## src/rtl/key_schedule_seq.sv

```systemverilog
// AES-128 key schedule sequencer: walks an external single-round expansion
// function through rounds 1..10, generating Rcon and chaining round keys, and
// streams round keys 0..10 to the cipher core over a valid/ready handshake.
module key_schedule_seq #(
    parameter int unsigned EXP_LAT = 2
) (
    input  logic         clk,
    input  logic         reset_n,
    input  logic         start,
    input  logic [127:0] key,
    output logic [127:0] exp_key,
    output logic [31:0]  exp_rcon,
    input  logic [127:0] exp_rkey,
    output logic         rk_valid,
    input  logic         rk_ready,
    output logic [3:0]   rk_round,
    output logic [127:0] rk_data,
    output logic         busy,
    output logic         done
);

    localparam int unsigned KEY_W   = 128;
    localparam int unsigned RCON_W  = 8;
    localparam int unsigned ROUND_W = 4;
    localparam int unsigned LAT_W   = (EXP_LAT > 1) ? $clog2(EXP_LAT) : 1;

    localparam logic [ROUND_W-1:0] LAST_ROUND = ROUND_W'(10);
    localparam logic [LAT_W-1:0]   LAT_LAST   = LAT_W'(EXP_LAT - 1);
    localparam logic [RCON_W-1:0]  RCON_FIRST = 8'h01;

    typedef enum logic [1:0] {
        IDLE    = 2'd0,
        EMIT    = 2'd1,
        COMPUTE = 2'd2
    } state_t;

    state_t              state;
    state_t              state_n;
    logic [KEY_W-1:0]    cur_key;
    logic [KEY_W-1:0]    cur_key_n;
    logic [RCON_W-1:0]   rcon;
    logic [RCON_W-1:0]   rcon_n;
    logic [RCON_W-1:0]   rcon_out;
    logic [RCON_W-1:0]   rcon_out_n;
    logic [LAT_W-1:0]    lat;
    logic [LAT_W-1:0]    lat_n;
    logic [KEY_W-1:0]    rk_data_n;
    logic [ROUND_W-1:0]  rk_round_n;
    logic                rk_valid_n;
    logic                busy_n;
    logic                done_n;

    // GF(2^8) doubling used to step Rcon from one round to the next
    function automatic logic [RCON_W-1:0] xtime(input logic [RCON_W-1:0] b);
        return {b[RCON_W-2:0], 1'b0} ^ (b[RCON_W-1] ? 8'h1b : 8'h00);
    endfunction

    // cur_key is cleared on return to IDLE, so it can drive exp_key directly
    assign exp_key  = cur_key;
    assign exp_rcon = {rcon_out, 24'h000000};

    // State and datapath registers
    always_ff @(posedge clk or negedge reset_n) begin
        if (!reset_n) begin
            state    <= IDLE;
            cur_key  <= '0;
            rcon     <= '0;
            rcon_out <= '0;
            lat      <= '0;
            rk_data  <= '0;
            rk_round <= '0;
            rk_valid <= 1'b0;
            busy     <= 1'b0;
            done     <= 1'b0;
        end else begin
            state    <= state_n;
            cur_key  <= cur_key_n;
            rcon     <= rcon_n;
            rcon_out <= rcon_out_n;
            lat      <= lat_n;
            rk_data  <= rk_data_n;
            rk_round <= rk_round_n;
            rk_valid <= rk_valid_n;
            busy     <= busy_n;
            done     <= done_n;
        end
    end

    // Next-state and next-output decode
    always_comb begin
        state_n    = state;
        cur_key_n  = cur_key;
        rcon_n     = rcon;
        rcon_out_n = rcon_out;
        lat_n      = lat;
        rk_data_n  = rk_data;
        rk_round_n = rk_round;
        rk_valid_n = rk_valid;
        busy_n     = busy;
        done_n     = 1'b0;

        unique case (state)
            IDLE: begin
                if (start) begin
                    state_n    = EMIT;
                    cur_key_n  = key;
                    rk_data_n  = key;
                    rk_round_n = '0;
                    rcon_n     = RCON_FIRST;
                    rk_valid_n = 1'b1;
                    busy_n     = 1'b1;
                end
            end
            EMIT: begin
                if (rk_ready) begin
                    rk_valid_n = 1'b0;
                    if (rk_round == LAST_ROUND) begin
                        state_n   = IDLE;
                        cur_key_n = '0;
                        busy_n    = 1'b0;
                        done_n    = 1'b1;
                    end else begin
                        state_n    = COMPUTE;
                        lat_n      = '0;
                        rcon_out_n = rcon;
                    end
                end
            end
            COMPUTE: begin
                if (lat == LAT_LAST) begin
                    state_n    = EMIT;
                    cur_key_n  = exp_rkey;
                    rk_data_n  = exp_rkey;
                    rk_round_n = rk_round + ROUND_W'(1);
                    rcon_n     = xtime(rcon);
                    rcon_out_n = '0;
                    rk_valid_n = 1'b1;
                end else begin
                    lat_n = lat + LAT_W'(1);
                end
            end
            default: begin
                state_n = IDLE;
            end
        endcase
    end

endmodule
```

## config.mk

```make
export PLATFORM = sky130hd
export DESIGN_NAME = key_schedule_seq
export DESIGN_NICKNAME = d
export VERILOG_FILES = /design/src/rtl/key_schedule_seq.sv
export SDC_FILE = /design/constraint.sdc
export NUM_CORES = 1
export LEC_CHECK = 0
export CORE_AREA = 2 2 216 218
export CTS_CLUSTER_DIAMETER = 30
export DETAILED_ROUTE_END_ITERATION = 6
export DIE_AREA = 0 0 218 220
export GPL_TIMING_DRIVEN = 1
export SYNTH_ARGS = -nofsm -noshare
export SYNTH_HDL_FRONTEND = slang
export SYNTH_SLANG_ARGS = --single-unit
```

## constraint.sdc

```tcl
create_clock -name clk -period 2.9 [get_ports clk]
set_input_delay 0.29 -clock clk [delete_from_list [all_inputs] [get_ports clk]]
set_output_delay 0.29 -clock clk [all_outputs]
set_load 0.1 [all_outputs]
```

==> impl_metrics.py <==
metrics = {
    "cts": {
        "post_cts_buffers": 0,
        "cts_root_buf": "clkbuf_16",
        "cts_tree": "built",
        "clockBufferDepth": 3,
        "cts_buffers": 73,
        "hold_buffers": 1,
        "clock_sinks": 282,
        "cts.clk_slew.worst_paths_ns": 0.04,
        "cts.htree.levels": 3,
        "post_cts_resized": 0,
        "clock_latency_ns": 0.58,
    },
    "die": {
        "rows": 79,
        "die_h_um": 220,
        "core_um2": 45900,
        "ioPinCount": 555,
        "dieArea_um2": 48000,
        "start_util_pct": 30.5,
        "die_w_um": 218,
    },
    "sta": {
        "rsz0062_at_grt": "false",
        "fmax_mhz": 405,
        "skew_ns": 0.0218,
        "slew_viol_final": 0,
        "relSlewSlack_pct": 25.9,
        "finalHoldViolCount": 0,
        "period_minus_slack_ns": 2.47,
        "tns_ns": 0,
        "timing.final.crit_share_pct": 85.2,
        "finalSetupViolCount": 0,
        "tightest_slew_ns": 1.11,
    },
    "critical_path": {
        "slowest_delay_ns": 0.45,
        "arrival_ns": 2.91,
        "critical_path_required_ns": 3.34,
        "path_delay_family": "simple AND/OR/NAND/NOR gates",
        "cp_num_buf_inv": 2,
        "critPathSlowestCell": "nor2b_1",
        "path_cells": "inv_1 -> ha_4 -> nor2b_1 -> nor4_4 -> nand2_4 -> buf_12 -> mux2_2",
        "start_kind": "flip-flop",
        "end_kind": "flip-flop",
        "crit_type": "reg2reg",
        "worstPathMaxFanout": 40,
    },
    "drt": {
        "maxUsedRoutingLayer": "met4",
        "drtAntennaViolNets": 0,
        "wl_met1_um": 17900,
        "post-route-drc-count": 0,
        "met2WireLength_um": 22000,
        "wire_per_inst_um": 17.4,
        "firstDrtPassIters": 5,
        "via_per_inst": 4.66,
        "met3WireLength_um": 3920,
        "totalWireLength_um": 45100,
        "drtIter0Drc": 685,
        "via_count": 12068,
    },
    "logic_synthesis": {
        "ys_ff_latch": 282,
        "synth.yosys.seq_area_share_pct": 50.4,
        "ys_warn_count": 0,
        "yosys-top-cells-area": "dfrtp_1, mux2_2, o21ai_0",
        "yosysUniqueCellTypes": 31,
        "synth_top_area_share_pct": 50.4,
        "async_reset_ff_share_pct": 100,
        "synth_edf_count": 0,
        "netlist_area_um2": 14000,
        "syn_inst": 1393,
        "synthFlopType": "dfrtp_1",
        "synth.largest_area_cell": "dfrtp_1",
        "syn_avg_cell_area_um2": 10.0,
    },
    "job": {
        "cap_viol_max_count": 0,
    },
    "finish": {
        "syn_to_final_growth_pct": 55.5,
        "final_nets": 2194,
        "fin_cells": 2589,
        "finish.utilization_pct": 47.5,
        "n_antenna_cell": 0,
        "drive_gt1_share_pct": 28.6,
        "fillers": 4339,
    },
    "worst_hold_path": {
        "min_path_type": "in2async",
    },
    "place": {
        "gp_congestion": 0.831,
        "hpwl_um": 32600,
        "placedCellCount": 2459,
        "numPortBuffers": 530,
    },
    "global_routing": {
        "antenna_found_initial": 0,
        "grt_pass1_wl_um": 68900,
        "grt_max_degree": 150,
        "overflow": 0,
        "grt_pass1_vias": 12238,
        "grt.total_usage_pct": 18.4,
    },
    "run_status": {
        "status": "finished, final reports clean",
    },
}
-- per-stage QoR --
stage	worst slack, ns	area, um^2	hold WS [ns]
floorplan	0.403	14100	-0.00559
global placement	0.464	19200	0.369
detailed placement	0.409	19200	0.368
CTS	0.387	21800	0.321
global route	0.223	21800	0.362
finish	0.430	21800	0.327
-- area by class of cell --
class                   instances  area, um^2  area share, %
clock buffers                  88        2000           9.21
clock inverters                41         563           2.59
inverters                     134         503           2.31
multi-input cells             871        5790           26.6
flip-flops and latches        282        7060           32.4
well taps                     607         759           3.49
repair buffers                566        5090           23.4
-- placed cells by master (no fill, tap or decap), types with 3 or more instances in the layout --
| cell type | instances |
|---|---|
| a21oi_1 | 3 |
| a32o_1 | 8 |
| buf_12 | 15 |
| buf_4 | 291 |
| bufinv_16 | 12 |
| clkbuf_1 | 4 |
| clkbuf_16 | 74 |
| clkbuf_8 | 10 |
| clkdlybuf4s50_1 | 258 |
| clkinv_2 | 17 |
| clkinvlp_4 | 5 |
| conb_1 | 24 |
| dfrtp_1 | 282 |
| ha_1 | 4 |
| inv_1 | 134 |
| inv_6 | 4 |
| mux2_2 | 128 |
| mux2i_1 | 129 |
| nand2_1 | 144 |
| nand3_1 | 134 |
| nor2_1 | 4 |
| nor3_1 | 4 |
| o21ai_0 | 262 |
| o31ai_1 | 6 |
| or3_1 | 3 |
| xnor2_1 | 3 |
-- flip-flops by register name, summed over array words and instances, names as in the netlist, 2 cells and up --
register	cells
rcon_out	8
exp_key	128
state	2
rk_data	128
rcon	8
rk_round	4
-- worst paths after layout --
kind,startpoint,endpoint,slack (ns),cells after the start
max,state[0]$_DFFE_PN0P_,exp_key[74]$_DFFE_PN0P_,0.43,7
min,reset_n,rk_data[37]$_DFFE_PN0P_,0.33,2
max reg2reg,state[0]$_DFFE_PN0P_,exp_key[74]$_DFFE_PN0P_,0.43,7
min reg2reg,rk_data[120]$_DFFE_PN0P_,rk_data[120]$_DFFE_PN0P_,0.48,2
max in group asynchronous,reset_n,rk_data[112]$_DFFE_PN0P_,1.72,3
min in group clk,key[34],rk_data[34]$_DFFE_PN0P_,0.37,3
-- logic make-up (layout without fill, tap and decap cells) --
group                    count (synthesis)  count (layout)  synth area share [%]
flip-flops                             282             282                  50.4
buffers and inverters                  263             829                  9.10
multiplexers                           257             257                  19.5
AO/OA/AOI/OAI                          281             281                  10.5
other                                    1              24                0.0268
AND/OR/NAND/NOR                        300             300                  9.70
adder cells (fa/ha/maj)                  6               6                 0.536
XOR/XNOR                                 3               3                 0.188
-- worst register-to-register path, cell delays in order, from the launching register on --
cell and delay, ns:
dfrtp_1 0.40, inv_1 0.17, ha_4 0.17, nor2b_1 0.45, nor4_4 0.11, nand2_4 0.35, buf_12 0.31, mux2_2 0.38
-- cells in the mapped netlist, drive strengths merged (2+ instances only) --
cell and n:
buf 67, nand3 134, clkbuf 62, nand2 145, a21oi 3, mux2 128, mux2i 129, or3 4
dfrtp 282, inv 134, nor2 4, nor2b 3, a32o 8, ha 6, o31ai 6, o21ai 262
nor4 2, xnor2 3, nor3 4
-- layer usage --
layer	GRT usage (%)	vias to the layer above
li1	-	5784
met1	21.7	5762
met2	30.7	449
met3	6.21	73
met4	7.82	0
met5	0	-
Power is left out: the tool's default activity adds up to more than one toggle a clock period on the data nets, which glitch-free logic cannot reach.
